File: config.mk
export PLATFORM = sky130hd
export DESIGN_NAME = dmaster_chan_arbiter_flat
export DESIGN_NICKNAME = d
export VERILOG_FILES = /design/src/rtl/dmaster_chan_arbiter_pkg.sv /design/src/rtl/dmaster_chan_arbiter_if.sv /design/src/rtl/dmaster_rr_pick.sv /design/src/rtl/dmaster_chan_arbiter.sv /design/src/flat_wrapper.sv
export SDC_FILE = /design/constraint.sdc
export NUM_CORES = 1
export LEC_CHECK = 0
export CORE_UTILIZATION = 48
export DETAILED_ROUTE_END_ITERATION = 8
export PLACE_DENSITY = 0.89
export SLEW_MARGIN = 20
export SYNTH_ARGS = -nofsm -noshare
export SYNTH_HDL_FRONTEND = slang
export SYNTH_SLANG_ARGS = --single-unit
File: constraint.sdc
create_clock -name clk -period 4.8 [get_ports clk]
set_input_delay 0.72 -clock clk [delete_from_list [all_inputs] [get_ports clk]]
set_output_delay 0.72 -clock clk [all_outputs]
set_load 0.02 [all_outputs]
File: src/rtl/dmaster_chan_arbiter_pkg.sv
// -----------------------------------------------------------------------------
// dmaster_chan_arbiter_pkg
// Shared definitions for the packet-aware channel arbiter:
//   - arb_state_e : arbiter FSM encoding (IDLE = no grant, LOCKED = packet owner)
//   - NUM_IN_DEF / DATA_W_DEF / CHAN_W_DEF : default parameter values
//   - idx_w()     : width of an input index for a given input count
// -----------------------------------------------------------------------------
package dmaster_chan_arbiter_pkg;

  typedef enum logic [0:0] {
    ST_IDLE   = 1'b0,
    ST_LOCKED = 1'b1
  } arb_state_e;

  localparam int NUM_IN_DEF = 4;
  localparam int DATA_W_DEF = 8;
  localparam int CHAN_W_DEF = 8;

  // At least one bit, even for a degenerate single-input build.
  function automatic int idx_w(input int n);
    return (n > 1) ? $clog2(n) : 1;
  endfunction

endpackage

File: src/rtl/dmaster_chan_arbiter_if.sv
// -----------------------------------------------------------------------------
// dmaster_chan_arbiter_if
// Bundle of all streaming signals around the arbiter.
//   in_*   : NUM_IN source streams (valid/ready/data/SOP/EOP), input i data at
//            in_data[i*DATA_W +: DATA_W]
//   out_*  : single merged stream plus out_channel (source index)
//   proto_err : sticky per-input framing error flags
// Modports:
//   slave  : the arbiter side (consumes in_*, produces out_*)
//   master : the environment side (sources + downstream sink)
// -----------------------------------------------------------------------------
interface dmaster_chan_arbiter_if
  import dmaster_chan_arbiter_pkg::*;
#(
  parameter int NUM_IN = NUM_IN_DEF,
  parameter int DATA_W = DATA_W_DEF,
  parameter int CHAN_W = CHAN_W_DEF
) ();

  logic [NUM_IN-1:0]        in_valid;
  logic [NUM_IN-1:0]        in_ready;
  logic [NUM_IN*DATA_W-1:0] in_data;
  logic [NUM_IN-1:0]        in_startofpacket;
  logic [NUM_IN-1:0]        in_endofpacket;

  logic                     out_ready;
  logic                     out_valid;
  logic [DATA_W-1:0]        out_data;
  logic [CHAN_W-1:0]        out_channel;
  logic                     out_startofpacket;
  logic                     out_endofpacket;

  logic [NUM_IN-1:0]        proto_err;

  modport slave (
    input  in_valid, in_data, in_startofpacket, in_endofpacket, out_ready,
    output in_ready, out_valid, out_data, out_channel,
           out_startofpacket, out_endofpacket, proto_err
  );

  modport master (
    output in_valid, in_data, in_startofpacket, in_endofpacket, out_ready,
    input  in_ready, out_valid, out_data, out_channel,
           out_startofpacket, out_endofpacket, proto_err
  );

endinterface

File: src/rtl/dmaster_rr_pick.sv
// -----------------------------------------------------------------------------
// dmaster_rr_pick
// Combinational round-robin picker. Scans the request vector starting at
// position ptr and wrapping modulo NUM_IN; the first set request wins.
// Ports:
//   req  [NUM_IN] : request vector
//   ptr  [IDX_W]  : first index to examine (must be < NUM_IN)
//   gnt  [NUM_IN] : one-hot winner (all zero when nothing requests)
//   idx  [IDX_W]  : binary index of the winner (0 when nothing requests)
//   any           : at least one request present
// -----------------------------------------------------------------------------
module dmaster_rr_pick
  import dmaster_chan_arbiter_pkg::*;
#(
  parameter  int NUM_IN = NUM_IN_DEF,
  localparam int IDX_W  = idx_w(NUM_IN)
) (
  input  logic [NUM_IN-1:0] req,
  input  logic [IDX_W-1:0]  ptr,
  output logic [NUM_IN-1:0] gnt,
  output logic [IDX_W-1:0]  idx,
  output logic              any
);

  always_comb begin
    gnt = '0;
    idx = '0;
    any = 1'b0;
    for (int k = 0; k < NUM_IN; k++) begin
      int              pos;
      logic [IDX_W-1:0] pos_w;
      pos   = (int'(ptr) + k) % NUM_IN;
      pos_w = IDX_W'(pos);
      if (!any && req[pos_w]) begin
        any        = 1'b1;
        gnt[pos_w] = 1'b1;
        idx        = pos_w;
      end
    end
  end

endmodule

File: src/rtl/dmaster_chan_arbiter.sv
// -----------------------------------------------------------------------------
// dmaster_chan_arbiter
// Packet-aware N:1 stream arbiter. In IDLE it picks the next input offering a
// start-of-packet (round-robin after the last owner) and locks onto it until
// that input's end-of-packet beat is accepted. Accepted beats are registered
// into a single output stage (latency 1) tagged with the source index.
// Beats arriving in IDLE without SOP are drained and flagged; SOP seen on a
// non-first beat of a locked packet is forwarded but flagged.
// Ports:
//   clk   : rising-edge clock
//   reset : synchronous, active-high
//   bus   : dmaster_chan_arbiter_if.slave (all stream signals + proto_err)
// -----------------------------------------------------------------------------
module dmaster_chan_arbiter
  import dmaster_chan_arbiter_pkg::*;
#(
  parameter int NUM_IN = NUM_IN_DEF,
  parameter int DATA_W = DATA_W_DEF,
  parameter int CHAN_W = CHAN_W_DEF
) (
  input logic                   clk,
  input logic                   reset,
  dmaster_chan_arbiter_if.slave bus
);

  localparam int IDX_W = idx_w(NUM_IN);

  // FSM and grant bookkeeping
  arb_state_e        state_q, state_d;
  logic [IDX_W-1:0]  grant_q, grant_d;
  logic [NUM_IN-1:0] grant_oh_q, grant_oh_d;
  logic [IDX_W-1:0]  last_grant_q, last_grant_d;
  logic              first_q, first_d;

  // Output register stage
  logic              out_valid_q, out_valid_d;
  logic [DATA_W-1:0] out_data_q, out_data_d;
  logic [CHAN_W-1:0] out_channel_q, out_channel_d;
  logic              out_sop_q, out_sop_d;
  logic              out_eop_q, out_eop_d;

  logic [NUM_IN-1:0] proto_err_q, proto_err_d;

  // Combinational helpers
  logic [IDX_W-1:0]  rr_ptr;
  logic [NUM_IN-1:0] pick_gnt;
  logic [IDX_W-1:0]  pick_idx;
  logic              pick_any;
  logic [NUM_IN-1:0] in_ready;
  logic              out_free;
  logic              g_valid, g_sop, g_eop;
  logic [DATA_W-1:0] g_data;
  logic              acc;

  // Search starts just after the previous owner so every input gets a turn.
  assign rr_ptr = (last_grant_q == IDX_W'(NUM_IN - 1)) ? '0
                                                       : last_grant_q + IDX_W'(1);

  dmaster_rr_pick #(.NUM_IN(NUM_IN)) u_pick (
    .req (bus.in_valid & bus.in_startofpacket),
    .ptr (rr_ptr),
    .gnt (pick_gnt),
    .idx (pick_idx),
    .any (pick_any)
  );

  // The single output register can take a new beat when empty or draining.
  assign out_free = bus.out_ready || !out_valid_q;

  // Select the granted input's beat.
  always_comb begin
    g_data = '0;
    for (int i = 0; i < NUM_IN; i++) begin
      if (grant_oh_q[i]) g_data = bus.in_data[i*DATA_W +: DATA_W];
    end
  end

  assign g_valid = |(bus.in_valid         & grant_oh_q);
  assign g_sop   = |(bus.in_startofpacket & grant_oh_q);
  assign g_eop   = |(bus.in_endofpacket   & grant_oh_q);

  assign acc = (state_q == ST_LOCKED) && g_valid && |(in_ready & grant_oh_q);

  // FSM state register
  always_ff @(posedge clk) begin
    if (reset) begin
      state_q      <= ST_IDLE;
      grant_q      <= '0;
      grant_oh_q   <= '0;
      last_grant_q <= IDX_W'(NUM_IN - 1);
      first_q      <= 1'b0;
    end else begin
      state_q      <= state_d;
      grant_q      <= grant_d;
      grant_oh_q   <= grant_oh_d;
      last_grant_q <= last_grant_d;
      first_q      <= first_d;
    end
  end

  // FSM next state
  always_comb begin
    state_d      = state_q;
    grant_d      = grant_q;
    grant_oh_d   = grant_oh_q;
    last_grant_d = last_grant_q;
    first_d      = first_q;
    case (state_q)
      ST_IDLE: begin
        if (pick_any) begin
          state_d    = ST_LOCKED;
          grant_d    = pick_idx;
          grant_oh_d = pick_gnt;
          first_d    = 1'b1;
        end
      end
      ST_LOCKED: begin
        if (acc) begin
          first_d = 1'b0;
          if (g_eop) begin
            state_d      = ST_IDLE;
            grant_oh_d   = '0;
            last_grant_d = grant_q;
          end
        end
      end
      default: begin
        state_d    = ST_IDLE;
        grant_oh_d = '0;
      end
    endcase
  end

  // FSM outputs: ready is withheld during reset so nothing is consumed that
  // the reset would then discard. In IDLE, orphan (non-SOP) beats are drained.
  always_comb begin
    in_ready = '0;
    if (!reset) begin
      if (state_q == ST_LOCKED) begin
        in_ready = grant_oh_q & {NUM_IN{out_free}};
      end else begin
        in_ready = bus.in_valid & ~bus.in_startofpacket;
      end
    end
  end

  // Output stage and error flags: next values
  always_comb begin
    out_valid_d   = out_valid_q;
    out_data_d    = out_data_q;
    out_channel_d = out_channel_q;
    out_sop_d     = out_sop_q;
    out_eop_d     = out_eop_q;
    proto_err_d   = proto_err_q;

    if (acc) begin
      out_valid_d   = 1'b1;
      out_data_d    = g_data;
      out_channel_d = CHAN_W'(grant_q);
      out_sop_d     = g_sop;
      out_eop_d     = g_eop;
    end else if (bus.out_ready) begin
      out_valid_d   = 1'b0;
    end

    // Drained orphan beats in IDLE.
    if (state_q == ST_IDLE) begin
      proto_err_d = proto_err_d | (bus.in_valid & in_ready);
    end
    // Restart marker inside an already-open packet.
    if (acc && !first_q && g_sop) begin
      proto_err_d = proto_err_d | grant_oh_q;
    end
  end

  // Output stage and error flags: registers
  always_ff @(posedge clk) begin
    if (reset) begin
      out_valid_q   <= 1'b0;
      out_data_q    <= '0;
      out_channel_q <= '0;
      out_sop_q     <= 1'b0;
      out_eop_q     <= 1'b0;
      proto_err_q   <= '0;
    end else begin
      out_valid_q   <= out_valid_d;
      out_data_q    <= out_data_d;
      out_channel_q <= out_channel_d;
      out_sop_q     <= out_sop_d;
      out_eop_q     <= out_eop_d;
      proto_err_q   <= proto_err_d;
    end
  end

  assign bus.in_ready          = in_ready;
  assign bus.out_valid         = out_valid_q;
  assign bus.out_data          = out_data_q;
  assign bus.out_channel       = out_channel_q;
  assign bus.out_startofpacket = out_sop_q;
  assign bus.out_endofpacket   = out_eop_q;
  assign bus.proto_err         = proto_err_q;

endmodule

File: src/flat_wrapper.sv
// flat-port wrapper written by rule: the top's interface ports become plain ports
module dmaster_chan_arbiter_flat import dmaster_chan_arbiter_pkg::*;
#(
  parameter int NUM_IN = NUM_IN_DEF,
  parameter int DATA_W = DATA_W_DEF,
  parameter int CHAN_W = CHAN_W_DEF
)
  (clk, reset, bus_in_valid, bus_in_data, bus_in_startofpacket, bus_in_endofpacket, bus_out_ready, bus_in_ready, bus_out_valid, bus_out_data, bus_out_channel, bus_out_startofpacket, bus_out_endofpacket, bus_proto_err);
  dmaster_chan_arbiter_if #(.NUM_IN(NUM_IN), .DATA_W(DATA_W), .CHAN_W(CHAN_W)) bus_i ();
  input logic clk;
  input logic reset;
  input wire logic [$bits(bus_i.in_valid)-1:0] bus_in_valid;
  input wire logic [$bits(bus_i.in_data)-1:0] bus_in_data;
  input wire logic [$bits(bus_i.in_startofpacket)-1:0] bus_in_startofpacket;
  input wire logic [$bits(bus_i.in_endofpacket)-1:0] bus_in_endofpacket;
  input wire logic [$bits(bus_i.out_ready)-1:0] bus_out_ready;
  output wire logic [$bits(bus_i.in_ready)-1:0] bus_in_ready;
  output wire logic [$bits(bus_i.out_valid)-1:0] bus_out_valid;
  output wire logic [$bits(bus_i.out_data)-1:0] bus_out_data;
  output wire logic [$bits(bus_i.out_channel)-1:0] bus_out_channel;
  output wire logic [$bits(bus_i.out_startofpacket)-1:0] bus_out_startofpacket;
  output wire logic [$bits(bus_i.out_endofpacket)-1:0] bus_out_endofpacket;
  output wire logic [$bits(bus_i.proto_err)-1:0] bus_proto_err;
  assign bus_i.in_valid = bus_in_valid;
  assign bus_i.in_data = bus_in_data;
  assign bus_i.in_startofpacket = bus_in_startofpacket;
  assign bus_i.in_endofpacket = bus_in_endofpacket;
  assign bus_i.out_ready = bus_out_ready;
  assign bus_in_ready = bus_i.in_ready;
  assign bus_out_valid = bus_i.out_valid;
  assign bus_out_data = bus_i.out_data;
  assign bus_out_channel = bus_i.out_channel;
  assign bus_out_startofpacket = bus_i.out_startofpacket;
  assign bus_out_endofpacket = bus_i.out_endofpacket;
  assign bus_proto_err = bus_i.proto_err;
  dmaster_chan_arbiter #(.NUM_IN(NUM_IN), .DATA_W(DATA_W), .CHAN_W(CHAN_W)) u_core (.clk(clk), .reset(reset), .bus(bus_i));
endmodule
==> reports/metrics.cfg, run 1 <==
[yosys]
synthArstFlopShare_pct=0
netlist_instances=238
syn_area_um2=1920
ys_ff_latch=27
synth_edf_count=0
yosys.cell_types.count=49
synth-warning-count=0
synth-main-ff-cell=dfxtp_1
ys_seq_area_share_pct=28.1
syn_area_per_cell_um2=8.07

[timing]
fin_crit_ps=3250
rsz0062_at_grt=false
setup_viol=0
drv_slew=0
min_period_over_period_pct=67.7
worstMarginPinSlew_ps=814
fin_ws_ps=1550
fin_tns_setup_ps=0
fmax_mhz=308
slew_headroom_pct=45.6
hold_violations=0
finalClockSkew_ps=6.26

[clock_tree]
clock_path_buffers=2
clk_pin_slew_ps=100
cts_setup_buffers=0
cts_root_buf=clkbuf_8
cts.repair.resized=0
ctsHoldBuffers=0
clock-sinks=27
htreeDepth=1
cts_tree=yes
clock_latency_ps=280
cts_buffers=3

[hold_path]
hold_class=reg -> reg
hold_depth=2

[global_routing]
track_usage_pct=24.1
grt_pass1_wl_um=8110
antenna_found_initial=0
globalRoute.totalOverflow=0
grt_max_degree=28
grt_pass1_vias=1860

[worst_setup_path]
r2r_cells=8
worstPathMaxFanout=3
arrival_ps=2530
end_kind=primary output
r2r_slack_ps=1910
start_kind=input port
path_class=in -> out
crit_required_ps=4080

[routing]
dr.pass1.iters=5
vias_per_cell=5.98
wire_per_inst_um=15.1
drt_iter0_markers=137
vias=2033
wl_met2_um=2410
top_layer_used=met4
dr_wl_met3_um=626
wl_met1_um=2020
postRouteAntennaNets=0
drcViolationCount=0
routed_wl_um=5140

[floorplanning]
dieHeight_um=65.3
num_rows=22
num_io_pins=74
dieArea_um2=4260
core_um2=3740
start_util_pct=51.3
die_w_um=65.3

[power_and_ir_drop]
irDropWorstVdd_mv=0.180
leakagePower_uw=0.000893
power_density_nw_per_um2=225

[layout]
fillers=300
seqCellArea_um2=541
postLayoutCoreUtil_pct=69.4
syn_to_final_growth_pct=35.1
multi_input_area_um2=1240
fin_area_um2=2600
final_common_cell=clkdlybuf4s50_1
antennaDiodeCount=0
final_nets=348
drive_gt1_share_pct=5.48
layout_common_cells=clkdlybuf4s50_1 (67), nor2_1 (33), a21oi_1 (28)

[status]
status=completed

[placed_design]
port_buffers=67
dp_hpwl_um=3950
postPlaceCellArea_um2=2550
gp_congestion=0.935
place_ws_ps=1600

[job]
drv_cap=0

==> stage by stage <==
stage	hold WS, ps	total power (uW)	std cells
final	490	583	340
after global routing	514	615	340
after CTS	495	586	340
after detailed placement	476	454	336
after global placement	468	451	336
after floorplan	458	381	243
==> kinds of logic (layout without fill, tap and decap cells) <==
logic type	count (synthesis)	count (layout)	share of synthesized area, %
AOI/OAI and AO/OA	79	79	29.9
adders and majority gates	8	8	5.21
buffers and inverters	30	79	8.20
DFF	27	27	28.1
muxes	10	10	6.84
other	1	6	0.195
and+or+nand+nor	83	83	21.5
==> cells in the mapped netlist, types with 3 or more instances <==
cell type | n | area [um^2]
a22oi_1 | 5 | 37.5
mux2i_1 | 5 | 50.1
dfxtp_1 | 27 | 541
buf_2 | 5 | 25.0
clkbuf_1 | 8 | 30.0
a222oi_1 | 4 | 40.0
nand2b_1 | 3 | 18.8
nor2b_1 | 3 | 18.8
a21oi_1 | 28 | 140
nand2_1 | 14 | 52.6
ha_1 | 8 | 100
a311oi_1 | 5 | 43.8
nor3b_1 | 5 | 37.5
nor3_1 | 8 | 40.0
inv_1 | 6 | 22.5
a211oi_1 | 9 | 67.6
o21ai_0 | 3 | 15.0
nand3_1 | 4 | 20.0
nand4b_1 | 5 | 43.8
nor2_1 | 33 | 124
buf_4 | 7 | 52.6
a221oi_1 | 9 | 78.8
a211o_1 | 4 | 35.0
==> worst paths after layout <==
| kind | to | start |
|---|---|---|
| hold / removal | u_core.bus.out_endofpacket | u_core.bus.out_endofpacket |
| setup / recovery | bus_in_ready[3] | bus_in_valid[3] |
| setup reg to reg | u_core.grant_oh_q[3] | u_core.last_grant_q[0] |
| hold reg to reg | u_core.bus.out_endofpacket | u_core.bus.out_endofpacket |
==> worst max-delay path, cell delays in order <==
cell and delay, ps:
clkdlybuf4s50_1 520, nor3b_1 460, a21oi_1 80, nor2_1 120, clkdlybuf4s50_1 620
==> per-layer routing <==
| layer | up-vias | global-route usage [%] |
|---|---|---|
| li1 | 991 | - |
| met1 | 907 | 27.5 |
| met2 | 118 | 43.0 |
| met3 | 17 | 6.60 |
| met4 | 0 | 7.61 |
| met5 | - | 0 |
==> where the power goes <==
group          switching, uW  internal, uW
logic                   91.3          95.2
clock network           72.8          59.0
registers               27.7           237
==> registers in the layout, summed over array words and instances, names as in the netlist <==
register                      cells
u_core.bus.out_endofpacket        1
u_core.bus.proto_err              4
u_core.grant_oh_q                 4
u_core.bus.out_channel            2
u_core.grant_q                    2
u_core.last_grant_q               2
u_core.state_q                    1
u_core.bus.out_valid              1
u_core.bus.out_startofpacket      1
u_core.bus.out_data               8
u_core.first_q                    1
==> cell type report <==
cell class	count	share of cell area, %
tap	48	2.31
clock inverter	1	0.289
clock buffer	3	1.59
timing repair buffer	68	26.1
sequential	27	20.8
multi-input combinational	186	47.9
inverter	7	1.01
No activity file was read; power rests on OpenSTA's default activity.
==> inputs of run 2 (changes only) <==
--- a/config.mk
+++ b/config.mk
@@ -5,9 +5,9 @@
 export SDC_FILE = /design/constraint.sdc
 export NUM_CORES = 1
 export LEC_CHECK = 0
-export CORE_UTILIZATION = 48
+export CORE_UTILIZATION = 44
 export DETAILED_ROUTE_END_ITERATION = 8
-export PLACE_DENSITY = 0.89
+export PLACE_DENSITY = 0.82
 export SLEW_MARGIN = 20
 export SYNTH_ARGS = -nofsm -noshare
 export SYNTH_HDL_FRONTEND = slang
==> constraint.sdc (replaced) <==
create_clock -name clk -period 3.1 [get_ports clk]
set_input_delay 0.465 -clock clk [delete_from_list [all_inputs] [get_ports clk]]
set_output_delay 0.465 -clock clk [all_outputs]
set_load 0.02 [all_outputs]
==> reports/metrics.cfg, run 2 (synthesis gave the netlist of run 1 again) <==
[timing]
fin_tns_setup_ps=0
drv_slew=0
finalClockSkew_ps=2.54
fmax_mhz=368
hold_slack_ps=490
rsz0062_at_grt=false
setup_viol=0
slew_headroom_pct=57.2
worstMarginPinSlew_ps=641
hold_violations=0
fin_ws_ps=380
fin_crit_ps=2720
min_period_over_period_pct=87.7

[floorplanning]
num_rows=23
core_um2=4090
num_io_pins=74
dieHeight_um=68.1
start_util_pct=47.0
dieArea_um2=4640
die_w_um=68.1

[hold_path]
hp-start=u_core.bus.out_endofpacket
hold_class=reg -> reg
whs_endpoint=u_core.bus.out_endofpacket
hold_depth=2

[layout]
seqCellArea_um2=541
final_common_cell=clkdlybuf4s50_1
fillers=373
fin_cells=348
multi_input_area_um2=1240
antennaDiodeCount=0
drive_gt1_share_pct=7.38
layout_common_cells=clkdlybuf4s50_1 (67), nor2_1 (33), a21oi_1 (28)
largest_reg_flops=8
syn_to_final_growth_pct=37.4
final_nets=354

[power_and_ir_drop]
power_frac_comb_pct=33.2
p_clk_share_pct=22.1
leakagePower_uw=0.000928
power_density_nw_per_um2=343
switching_share_pct=32.6
intPower_uw=611
power_frac_seq_pct=44.7
irDropWorstVdd_mv=0.273
p_sw_uw=295

[worst_setup_path]
path_delay_family=buffers and inverters
r2r_cells=7
start_kind=input port
end_kind=primary output
path_cells=clkdlybuf4s50_1, nor3b_1, a21oi_1, nor2_1, clkdlybuf4s50_1
reg2reg_from=u_core.last_grant_q[0]
slowest_stage=clkdlybuf4s50_1
slowest_delay_ps=610
cpMostUsedCell=clkdlybuf4s50_1
path_class=in -> out
path_depth=5
arrival_ps=2250
crit_buf_inv=2
crit_required_ps=2630
worstPathMaxFanout=4
r2r_slack_ps=440
reg2reg_to=u_core.grant_oh_q[2]

[routing]
wl_met2_um=2570
top_layer_used=met4
vias=2054
drcViolationCount=0
wl_met1_um=2290
routed_wl_um=5420
dr_wl_met3_um=505
postRouteAntennaNets=0
wire_per_inst_um=15.6
vias_per_cell=5.90
dr.pass1.iters=6
drt_iter0_markers=132

[global_routing]
antenna_found_initial=0
grt_pass1_vias=1896
globalRoute.totalOverflow=0
grt_pass1_wl_um=8630
track_usage_pct=24.3
grt_max_degree=18

[clock_tree]
cts_root_buf=clkbuf_8
cts_setup_buffers=0
cts.repair.resized=0
htreeDepth=1
clock_path_buffers=2
cts_tree=yes
cts_buffers=3
clock-sinks=27
clock_latency_ps=270
ctsHoldBuffers=0
clk_pin_slew_ps=90

[placed_design]
place_inst=344
dp_hpwl_um=4130
gp_congestion=0.958
port_buffers=67
place_ws_ps=396

[job]
drv_cap=0

[status]
status=completed

run 2: cell count changes in the layout (fill, tap and decap cells not counted), sizes merged:
cell / delta
buf: +6
clkinvlp: -1
clkinv: +1
run 2: worst max-delay path by stage:
stage	slack, ps	to	start
after detailed placement	400	bus_in_ready[0]	bus_in_valid[0]
final	380	bus_in_ready[0]	bus_in_valid[0]
after floorplan	680	u_core.grant_oh_q[0]	u_core.last_grant_q[0]
after CTS	380	bus_in_ready[0]	bus_in_valid[0]
after global placement	400	bus_in_ready[0]	bus_in_valid[0]
after global routing	210	u_core.grant_oh_q[2]	u_core.last_grant_q[0]
run 2: worst reg2reg max path, stage by stage, from the launching register on:
cell,delay [ps]
dfxtp_1,550
inv_1,160
ha_1,280
nor2_2,200
mux4_2,550
nor2b_1,360
a222oi_1,200
a311oi_1,270
run 2: stage by stage:
step	utilization, %	total power, uW	instance area (um^2)
after floorplan	-	590	1940
after global routing	64.6	955	2640
final	64.6	906	2640
after CTS	64.6	907	2640
after global placement	63.5	707	2590
after detailed placement	63.5	710	2590
run 2: cell type report:
| cell class | instances | area share [%] |
|---|---|---|
| Multi-Input combinational cell | 186 | 47.0 |
| Inverter | 7 | 0.995 |
| Clock inverter | 1 | 0.189 |
| Sequential cell | 27 | 20.5 |
| Clock buffer | 3 | 1.56 |
| Timing Repair Buffer | 74 | 27.4 |
| Tap cell | 50 | 2.37 |
run 2: power by group through the flow:
stage	logic [uW]	clock network, uW	registers [uW]
after floorplan	193	0	397
after global placement	296	0	411
after detailed placement	298	0	412
after CTS	301	201	404
after global routing	333	214	408
final	301	200	405
run 2: routing by layer:
layer	global-route usage, %	vias to the layer above
met5	0	-
met4	6.51	0
met3	4.50	7
met2	43.3	100
met1	29.5	944
li1	-	1003
